===== src/rtl/instr_fetch.sv =====
// ----------------------------------------------------------------------------
// instr_fetch
//
// Instruction fetch unit. It reads instruction words from memory with a
// single-outstanding req/ack handshake and queues them, tagged with their
// address, in a small buffer. The buffer head is handed to instr_decode
// through a valid/ready handshake. A redirect (branch or jump) flushes the
// buffer and restarts fetching at redirect_pc. If a request is still in
// flight when the redirect arrives, that request's data is thrown away.
//
// Ports
//   clk          in   single clock; all state changes on its rising edge
//   rst_n        in   asynchronous, active-low reset
//   mem_req      out  instruction memory read request
//   mem_addr     out  word address of the outstanding request
//   mem_ack      in   read complete; mem_rdata is valid in the same cycle
//   mem_rdata    in   fetched instruction word
//   instr        out  instruction word presented to instr_decode
//   instr_pc     out  address that instr was fetched from
//   instr_valid  out  instr and instr_pc are valid
//   instr_ready  in   consumer accepts; transfer when valid && ready
//   redirect     in   branch or jump; flushes the fetch stream
//   redirect_pc  in   new fetch address, sampled when redirect is high
//
// Parameters
//   RESET_PC     first fetch address after reset
//
// Configuration macro
//   FETCH_PREFETCH_EN  defined  : 2-entry buffer. A request may be in
//                                 flight while one entry is still waiting
//                                 to be consumed.
//                      undefined: 1-entry buffer. No request is issued while
//                                 that entry is occupied and not being popped.
//
// The word width comes from the project-wide `WORD_WIDTH (parameters.v). The
// fallback definition below is used only when that file is not compiled
// first.
// ----------------------------------------------------------------------------
`ifndef WORD_WIDTH
`define WORD_WIDTH 16
`endif

// state | meaning
// ------+-----------------------------------------------------------------
// IDLE  | no request outstanding (a request may be raised combinationally)
// WAIT  | request outstanding at pc_q; its data is pushed on mem_ack
// DROP  | stale request outstanding at pc_q; data discarded, then refetch
//       | from tgt_q
module instr_fetch #(
    parameter logic [`WORD_WIDTH-1:0] RESET_PC = '0
) (
    input  logic                   clk,
    input  logic                   rst_n,
    output logic                   mem_req,
    output logic [`WORD_WIDTH-1:0] mem_addr,
    input  logic                   mem_ack,
    input  logic [`WORD_WIDTH-1:0] mem_rdata,
    output logic [`WORD_WIDTH-1:0] instr,
    output logic [`WORD_WIDTH-1:0] instr_pc,
    output logic                   instr_valid,
    input  logic                   instr_ready,
    input  logic                   redirect,
    input  logic [`WORD_WIDTH-1:0] redirect_pc
);

    localparam int W = `WORD_WIDTH;

`ifdef FETCH_PREFETCH_EN
    localparam int DEPTH = 2;
`else
    localparam int DEPTH = 1;
`endif
    localparam logic [1:0] DEPTH_C = 2'(DEPTH);

    localparam logic [1:0] S_IDLE = 2'd0;
    localparam logic [1:0] S_WAIT = 2'd1;
    localparam logic [1:0] S_DROP = 2'd2;

    logic [1:0]   state_q, state_d;
    logic [W-1:0] pc_q, pc_d;     // address of the outstanding/next request
    logic [W-1:0] tgt_q, tgt_d;   // refetch address while in DROP
    logic [1:0]   cnt_q, cnt_d;   // buffer occupancy

    // Shift-style buffer: entry 0 is always the head, so the outputs come
    // straight from flops.
    logic [W-1:0] buf_data_q [DEPTH];
    logic [W-1:0] buf_data_d [DEPTH];
    logic [W-1:0] buf_pc_q   [DEPTH];
    logic [W-1:0] buf_pc_d   [DEPTH];

    logic       pop;
    logic       push;
    logic       issue_idle;
    logic       req;
    logic       ack;
    logic [1:0] occ_after_pop;
    logic [1:0] occ_after_push;

    assign instr_valid = (cnt_q != 2'd0);
    assign instr       = buf_data_q[0];
    assign instr_pc    = buf_pc_q[0];

    assign pop            = instr_valid & instr_ready;
    assign occ_after_pop  = cnt_q - {1'b0, pop};
    assign occ_after_push = occ_after_pop + 2'd1;

    // IDLE raises the request in the same cycle it finds room. A redirect
    // holds it off, because the fetch address is about to change.
    assign issue_idle = (state_q == S_IDLE) && (occ_after_pop < DEPTH_C) && !redirect;
    assign req        = (state_q == S_WAIT) || (state_q == S_DROP) || issue_idle;
    assign ack        = mem_ack & req;

    // Gating with rst_n keeps the request low for the whole reset, including
    // before the first clock edge has loaded the flops.
    assign mem_req  = rst_n & req;
    assign mem_addr = pc_q;

    always_comb begin
        state_d = state_q;
        pc_d    = pc_q;
        tgt_d   = tgt_q;
        push    = 1'b0;

        if (redirect) begin
            if ((state_q == S_WAIT || state_q == S_DROP) && !ack) begin
                // The old request must complete at its current address.
                state_d = S_DROP;
                tgt_d   = redirect_pc;
            end else begin
                // Either nothing is in flight or it completes right now and
                // its data is discarded.
                state_d = S_WAIT;
                pc_d    = redirect_pc;
            end
        end else begin
            case (state_q)
                S_IDLE: begin
                    if (issue_idle) begin
                        if (ack) begin
                            push    = 1'b1;
                            pc_d    = pc_q + 1'b1;
                            state_d = (occ_after_push < DEPTH_C) ? S_WAIT : S_IDLE;
                        end else begin
                            state_d = S_WAIT;
                        end
                    end
                end
                S_WAIT: begin
                    if (ack) begin
                        push    = 1'b1;
                        pc_d    = pc_q + 1'b1;
                        state_d = (occ_after_push < DEPTH_C) ? S_WAIT : S_IDLE;
                    end
                end
                S_DROP: begin
                    if (ack) begin
                        state_d = S_WAIT;
                        pc_d    = tgt_q;
                    end
                end
                default: begin
                    state_d = S_IDLE;
                end
            endcase
        end
    end

    // WAIT is only ever entered with room left in the buffer, so a push
    // always has a free slot at index occ_after_pop.
    always_comb begin
        buf_data_d = buf_data_q;
        buf_pc_d   = buf_pc_q;
        if (pop) begin
            for (int i = 0; i < DEPTH - 1; i++) begin
                buf_data_d[i] = buf_data_q[i+1];
                buf_pc_d[i]   = buf_pc_q[i+1];
            end
        end
        if (push) begin
            for (int i = 0; i < DEPTH; i++) begin
                if (2'(i) == occ_after_pop) begin
                    buf_data_d[i] = mem_rdata;
                    buf_pc_d[i]   = pc_q;
                end
            end
        end
    end

    // A redirect flushes the buffer. Only the count needs clearing; stale
    // entry contents are never visible while instr_valid is low.
    assign cnt_d = redirect ? 2'd0 : (occ_after_pop + {1'b0, push});

    always_ff @(posedge clk or negedge rst_n) begin
        if (!rst_n) begin
            state_q <= S_IDLE;
            pc_q    <= RESET_PC;
            tgt_q   <= RESET_PC;
            cnt_q   <= 2'd0;
            for (int i = 0; i < DEPTH; i++) begin
                buf_data_q[i] <= '0;
                buf_pc_q[i]   <= '0;
            end
        end else begin
            state_q <= state_d;
            pc_q    <= pc_d;
            tgt_q   <= tgt_d;
            cnt_q   <= cnt_d;
            for (int i = 0; i < DEPTH; i++) begin
                buf_data_q[i] <= buf_data_d[i];
                buf_pc_q[i]   <= buf_pc_d[i];
            end
        end
    end

endmodule


===== config.mk =====
export PLATFORM = sky130hd
export DESIGN_NAME = instr_fetch
export DESIGN_NICKNAME = d
export VERILOG_FILES = /design/src/rtl/instr_fetch.sv
export SDC_FILE = /design/constraint.sdc
export NUM_CORES = 1
export LEC_CHECK = 0
export ABC_AREA = 1
export BUFFER_PORTS_ARGS = -buffer_cell sky130_fd_sc_hd__buf_2
export CORE_MARGIN = 2
export CORE_UTILIZATION = 25
export DETAILED_ROUTE_END_ITERATION = 10
export GPL_TIMING_DRIVEN = 0
export PLACE_DENSITY = 0.5
export REMOVE_ABC_BUFFERS = 1
export SYNTH_ARGS = -nofsm -noshare
export SYNTH_HDL_FRONTEND = slang
export SYNTH_SLANG_ARGS = --single-unit

===== constraint.sdc =====
create_clock -name clk -period 3.2 [get_ports clk]
set_input_delay 0.48 -clock clk [delete_from_list [all_inputs] [get_ports clk]]
set_output_delay 0.48 -clock clk [all_outputs]
set_load 0.02 [all_outputs]

==> impl_metrics.env, run 1 <==
export IMPL_cp_top_family="simple AND/OR/NAND/NOR gates"
export IMPL_dp_hpwl_um=6740
export IMPL_p_int_mw=2.57
export IMPL_pwr_share_clk_pct=19.7
export IMPL_cts_sinks=68
export IMPL_p_switching_mw=2.20
export IMPL_setup_viol=0
export IMPL_cp_startpoint="cnt_q[1]"
export IMPL_reg2reg_from="cnt_q[1]"
export IMPL_drt_pass1_iterations=4
export IMPL_synth_seq_cells=68
export IMPL_yosys_area_share_simple_pct=30.9
export IMPL_gr_usage_all_layers_pct=13.2
export IMPL_finClkSkew_ns=0.00333
export IMPL_critPathKind="register to register"
export IMPL_p_sw_share_pct=46.1
export IMPL_path_cells="o21a_1, ha_1, inv_1, nor2_4, nand2_2, nand2_2, nand2_2, nand2_1, nand3_2, inv_2, nand3_1, o21ai_1"
export IMPL_async_flop_share_pct=100
export IMPL_fin_cells=738
export IMPL_setup_ws_ns=0.309
export IMPL_r2r_end="mem_addr[7]"
export IMPL_antenna_found_initial=1
export IMPL_rr_worst_depth=12
export IMPL_endpoint_kind="register"
export IMPL_synth_xor_xnor_area_share_pct=0.747
export IMPL_synth_top_area_share_pct=48.4
export IMPL_overflow=0
export IMPL_period_needed_ns=2.89
export IMPL_syn_area_sq_um=3520
export IMPL_seq_area_frac_synth_pct=48.4
export IMPL_final_core_util_pct=32.5
export IMPL_boundaryPins=87
export IMPL_dp_cells=711
export IMPL_yosysWarnings=0
export IMPL_synth_compound_area_share_pct=9.28
export IMPL_synth_distinct_cells=27
export IMPL_coreArea_sq_um=13800
export IMPL_endpoint="mem_addr[7]"
export IMPL_dieArea_sq_um=15000
export IMPL_hold_violations=0
export IMPL_grt_max_degree=57
export IMPL_cp_max_fo=18
export IMPL_cp_required_ns=3.45
export IMPL_synth_ff_type="dfrtp_1"
export IMPL_synthTopCellsByCount="nand2_1 (179), dfrtp_1 (68), nand3_1 (44)"
export IMPL_pwr_share_seq_pct=32.9
export IMPL_yosys_area_share_adder_pct=2.49
export IMPL_htree_levels=3
export IMPL_cts_buffer_depth=2
export IMPL_nets=596
export IMPL_ir_worst_vdd_mv=0.304
export IMPL_viasPerCell=4.42
export IMPL_hold_class="input pin to register"
export IMPL_synth_mux_area_share_pct=0
export IMPL_synth_edf_count=0
export IMPL_relSlewSlack_pct=55.0
export IMPL_rsz0062_at_grt="no"
export IMPL_rows=43
export IMPL_cts_root_buffer="clkbuf_16"
export IMPL_clk_pin_slew_ns=0.05
export IMPL_cts_tree="done"
export IMPL_synth_most_common_cell="nand2_1"
export IMPL_avgSynthCellArea_sq_um=7.58
export IMPL_max_stage_delay_ns=0.46
export IMPL_p_leak_nw=2.42
export IMPL_status="complete, no violations"
export IMPL_drc_errors=0
export IMPL_chipHeight_um=123
export IMPL_grt_pass1_wl_um=15300
export IMPL_crit_path_top_delay_cell="dfrtp_1"
export IMPL_fmax_mhz=346
export IMPL_slew_violations=0
export IMPL_cts_buffers=9
export IMPL_place_congestion=0.841
export IMPL_grt_pass1_vias=3137
export IMPL_crit_buf_inv=2
export IMPL_dp_slack_ns=-0.975
export IMPL_drt_iter0_drc=215
export IMPL_drive_gt1_share_pct=23.2
export IMPL_crit_top_cell="nand2_2"
export IMPL_cp_arrival_ns=3.14
export IMPL_p_comb_share_pct=47.4
export IMPL_ant_nets=0
export IMPL_critPathLaunchType="register"
export IMPL_syn_inst=464
export IMPL_dieWidth_um=123
export IMPL_start_util_pct=25.4
export IMPL_r2r_slack_ns=0.31
export IMPL_synth_top_family_by_area="simple AND/OR/NAND/NOR gates"
export IMPL_worstMarginPinSlew_ns=0.675
export IMPL_wirelength_um=9920
export IMPL_synth_area_leaders="dfrtp_1 (48%), nand2_1 (19%), nand3_1 (6.3%)"
export IMPL_cap_violations=0
export IMPL_p_per_area_nw_per_um2=1060
export IMPL_period_share_pct=90.3
export IMPL_worstSkewPairLatency_ns=0.33
export IMPL_routedWlPerCell_um=13.4
export IMPL_post_synth_top_area_cell="dfrtp_1"
export IMPL_cp_num_cells=12
export IMPL_synthToLayoutAreaGrowth_pct=27.7
export IMPL_vias=3262
export IMPL_portBuffers=86
## sequential cells by signal, indices dropped and copies added, names as in the netlist
name / flops
mem_addr: 16
state_q: 2
tgt_q: 16
cnt_q: 2
instr: 16
instr_pc: 16
## power by group through the flow
stage               combinational, mW  clock [mW]  sequential (mW)
floorplan                        1.13           0             1.85
global placement                 2.12           0             1.56
detailed placement               2.17           0             1.57
CTS                              2.20       0.966             1.56
global route                     2.55        1.00             1.62
finish                           2.26       0.938             1.57
## cell families after synthesis
group / after synthesis
DFF: 68
xor gates and xnor gates: 3
AOI/OAI and AO/OA: 57
buffers and inverters: 64
and+or+nand+nor: 265
adders and majority gates: 7
## stage by stage
stage	hold WS, ns	TNS (ns)	area [sq um]	power [mW]
6_report	0.367	0	4490	4.76
5_1_grt	0.365	0	4490	5.17
3_3_place_gp	0.450	-54.18	4050	3.68
2_1_floorplan	0.184	0	3390	2.98
3_5_place_dp	0.351	-36.78	4080	3.74
4_1_cts	0.357	0	4400	4.73
## cells in the final DEF (no fill, tap or decap), types with 2 or more instances in the layout
cell type,n
nor3_1,5
nand2_2,3
o21ai_0,24
nor2_1,27
o211ai_1,2
clkbuf_8,3
inv_1,41
dfrtp_1,68
o21ai_1,8
clkinvlp_4,2
a21oi_1,14
clkinv_2,3
xor2_1,3
o21ai_2,5
ha_1,7
inv_2,2
buf_4,7
buf_2,85
nor2_4,2
nand3_1,44
clkbuf_16,9
nand2_1,179
## worst register-to-register path, stage by stage (launching register included)
cell,delay [ns]
dfrtp_1,0.46
o21a_1,0.21
ha_1,0.26
inv_1,0.11
nor2_4,0.35
nand2_2,0.15
nand2_2,0.10
nand2_2,0.08
nand2_1,0.08
nand3_2,0.37
inv_2,0.41
nand3_1,0.13
o21ai_1,0.09
## metal layers
layer / track usage (%) / vias up / share of wire [%]
met5: 0 / - / 0
met4: 5.75 / 0 / 1.5
met3: 2.74 / 11 / 5.6
met2: 21.9 / 66 / 49
met1: 16.5 / 1543 / 44
li1: - / 1642 / -
## how the worst min path moves through the flow
stage	startpoint	end	slack, ns	cells after the start
CTS	redirect_pc[2]	tgt_q[2]	0.36	3
detailed placement	rst_n	instr[5]	0.35	1
finish	redirect_pc[2]	tgt_q[2]	0.37	3
floorplan	rst_n	cnt_q[0]	0.18	0
global route	redirect_pc[4]	tgt_q[4]	0.37	3
global placement	instr[10]	instr[10]	0.45	2
## layout make-up
type | instances | area [sq um]
Multi-Input combinational cell | 333 | 1570
Tap cell | 180 | 225
Clock buffer | 12 | 267
Timing Repair inverter | 1 | 5.00
Clock inverter | 4 | 22.5
Sequential cell | 68 | 1700
Antenna cell | 1 | 2.50
Timing Repair Buffer | 95 | 536
Fill cell | 1450 | 9330
Inverter | 44 | 169
## timing repair
action / in CTS / in global routing
buffers inserted: 0 / 7
gates resized for setup: 4 / 2
setup endpoints to repair: 51 / 43
pin swaps: 0 / 2
hold buffers: 1 / 0
hold endpoints to repair: 6 / 0
gates cloned: 0 / 2
(Power assumes the default switching activity.)
==> run 2: changes to the inputs <==
ABC_AREA = 0   (was 1)
==> run 2 against run 1 <==
Against the previous run:
- first-iteration DRC count fell by 39%
- sequential power rose by 6%
- clock-buffer cell count did not move
- largest power group unchanged
==> impl_metrics.env, run 2 <==
export IMPL_syn_area_sq_um=3440
export IMPL_period_share_pct=88.3
export IMPL_relSlewSlack_pct=23.6
export IMPL_antenna_found_initial=0
export IMPL_worstSkewPairLatency_ns=0.33
export IMPL_drt_pass1_iterations=4
export IMPL_status="complete, no violations"
export IMPL_synth_top_area_share_pct=49.4
export IMPL_fmax_mhz=354
export IMPL_drt_iter0_drc=131
export IMPL_cts_sinks=68
export IMPL_cp_max_fo=12
export IMPL_cp_arrival_ns=3.08
export IMPL_fin_tns_setup_ns=0
export IMPL_cp_top_family="compound AO/OA/AOI/OAI gates"
export IMPL_htree_levels=3
export IMPL_p_per_area_nw_per_um2=1120
export IMPL_layout_common_cells="buf_2 (85), dfrtp_1 (68), mux2_2 (41)"
export IMPL_start_util_pct=25.8
export IMPL_pwr_share_clk_pct=20.9
export IMPL_clk_pin_slew_ns=0.06
export IMPL_p_leak_nw=1.91
export IMPL_grt_max_degree=38
export IMPL_synth_seq_cells=68
export IMPL_coreArea_sq_um=13300
export IMPL_boundaryPins=87
export IMPL_synth_most_common_cell="dfrtp_1"
export IMPL_seq_area_frac_synth_pct=49.4
export IMPL_crit_buf_inv=1
export IMPL_cp_required_ns=3.45
export IMPL_dieArea_sq_um=14700
export IMPL_period_needed_ns=2.83
export IMPL_grt_pass1_wl_um=14200
export IMPL_rows=42
export IMPL_fillers=1405
export IMPL_synthTopCellsByCount="dfrtp_1 (68), mux2_2 (41), o21ai_0 (22)"
export IMPL_hold_ws_ns=0.0981
export IMPL_synthToLayoutAreaGrowth_pct=26.1
export IMPL_p_sw_share_pct=40.7
export IMPL_yosysWarnings=0
export IMPL_rsz0062_at_grt="no"
export IMPL_routedWlPerCell_um=15.7
export IMPL_portBuffers=86
export IMPL_overflow=0
export IMPL_cts_tree="done"
export IMPL_gr_usage_all_layers_pct=12.6
export IMPL_place_congestion=0.798
export IMPL_hold_class="input pin to async pin"
export IMPL_chipHeight_um=121
export IMPL_drive_gt1_share_pct=39.7
export IMPL_final_core_util_pct=32.5
export IMPL_synth_edf_count=0
export IMPL_ir_worst_vdd_mv=0.509
export IMPL_wirelength_um=8980
export IMPL_path_cells="or2_2, and2_1, ha_1, and3b_1, o32ai_2, buf_6, a221oi_1, o22ai_1"
export IMPL_critPathKind="register to register"
export IMPL_cap_violations=0
export IMPL_dieWidth_um=121
export IMPL_dp_hpwl_um=6140
export IMPL_max_stage_delay_ns=0.75
export IMPL_crit_path_top_delay_cell="o32ai_2"
export IMPL_diodes=0
export IMPL_fin_area_sq_um=4340
export IMPL_synth_ff_type="dfrtp_1"
export IMPL_avgSynthCellArea_sq_um=11.2
export IMPL_fin_cells=571
export IMPL_async_flop_share_pct=100
export IMPL_post_synth_top_area_cell="dfrtp_1"
export IMPL_ctsResizeCount=0
export IMPL_synth_area_leaders="dfrtp_1 (49%), mux2_2 (13%), o21ai_0 (3.2%)"
export IMPL_critPathLaunchType="register"
export IMPL_nets=434
export IMPL_cts_root_buffer="clkbuf_16"
export IMPL_worstMarginPinSlew_ns=1.14
export IMPL_post_cts_buffers=0
export IMPL_pwr_share_seq_pct=34.1
export IMPL_mostFrequentLayoutCell="buf_2"
export IMPL_vias=2735
export IMPL_cts_hold_buf=0
export IMPL_synth_distinct_cells=52
export IMPL_p_switching_mw=1.98
export IMPL_p_comb_share_pct=45.0
export IMPL_ant_nets=0
export IMPL_drc_errors=0
export IMPL_dp_cells=555
export IMPL_cts_buffers=9
export IMPL_placed_area_sq_um=4040
export IMPL_p_int_mw=2.88
export IMPL_cts_buffer_depth=2
export IMPL_endpoint_kind="register"
export IMPL_slew_violations=0
export IMPL_viasPerCell=4.79
export IMPL_finClkSkew_ns=0.0111
export IMPL_hold_violations=0
export IMPL_syn_inst=307
export IMPL_setup_viol=0
export IMPL_grt_pass1_vias=2718
run 2: final timing paths:
| path | depth (start not counted) | slack (ns) | to | from |
|---|---|---|---|---|
| max | 8 | 0.37 | mem_addr[15] | cnt_q[1] |
| min | 1 | 0.1 | tgt_q[9] | rst_n |
| max reg2reg | 8 | 0.37 | mem_addr[15] | cnt_q[1] |
| min reg2reg | 2 | 0.49 | tgt_q[14] | tgt_q[14] |
| max in group asynchronous | 2 | 2.53 | instr[11] | rst_n |
| min in group clk | 2 | 0.37 | instr[3] | mem_rdata[3] |
run 2: per-layer routing:
layer | wire length (um) | vias up | track usage [%]
met5 | 0 | - | 0
met4 | 145 | 0 | 3.52
met3 | 449 | 10 | 4.18
met2 | 4280 | 78 | 20.3
met1 | 4110 | 1358 | 16.2
li1 | - | 1289 | -
run 2: power groups by stage:
stage               combinational [mW]  clock [mW]  sequential (mW)
floorplan                         1.17           0             1.98
global placement                  2.15           0             1.65
detailed placement                2.21           0             1.68
CTS                               2.22        1.05             1.67
global route                      2.40        1.09             1.73
finish                            2.19        1.01             1.66
run 2: metrics by stage:
step	setup slack (ns)	total power, mW
2_1_floorplan	0.466	3.14
3_3_place_gp	-0.286	3.80
3_5_place_dp	0.138	3.89
4_1_cts	0.309	4.94
5_1_grt	0.169	5.22
6_report	0.373	4.86
run 2: kinds of logic (layout without fill, tap and decap cells):
logic type / Yosys count / in the layout / synth area share, %
xor gates and xnor gates: 6 / 6 / 1.53
muxes: 45 / 45 / 14.6
AOI/OAI and AO/OA: 82 / 82 / 16.0
adders and majority gates: 7 / 7 / 2.54
buffers and inverters: 32 / 120 / 4.69
DFF: 68 / 68 / 49.4
and+or+nand+nor: 67 / 67 / 11.2
run 2: final cells by class:
class | count | area (sq um) | share of cell area, %
clock buffers | 12 | 256 | 5.91
clock inverters | 4 | 47.5 | 1.10
inverters | 15 | 56.3 | 1.30
multi-input cells | 207 | 1580 | 36.4
flip-flops and latches | 68 | 1700 | 39.2
well taps | 176 | 220 | 5.07
repair buffers | 89 | 479 | 11.0
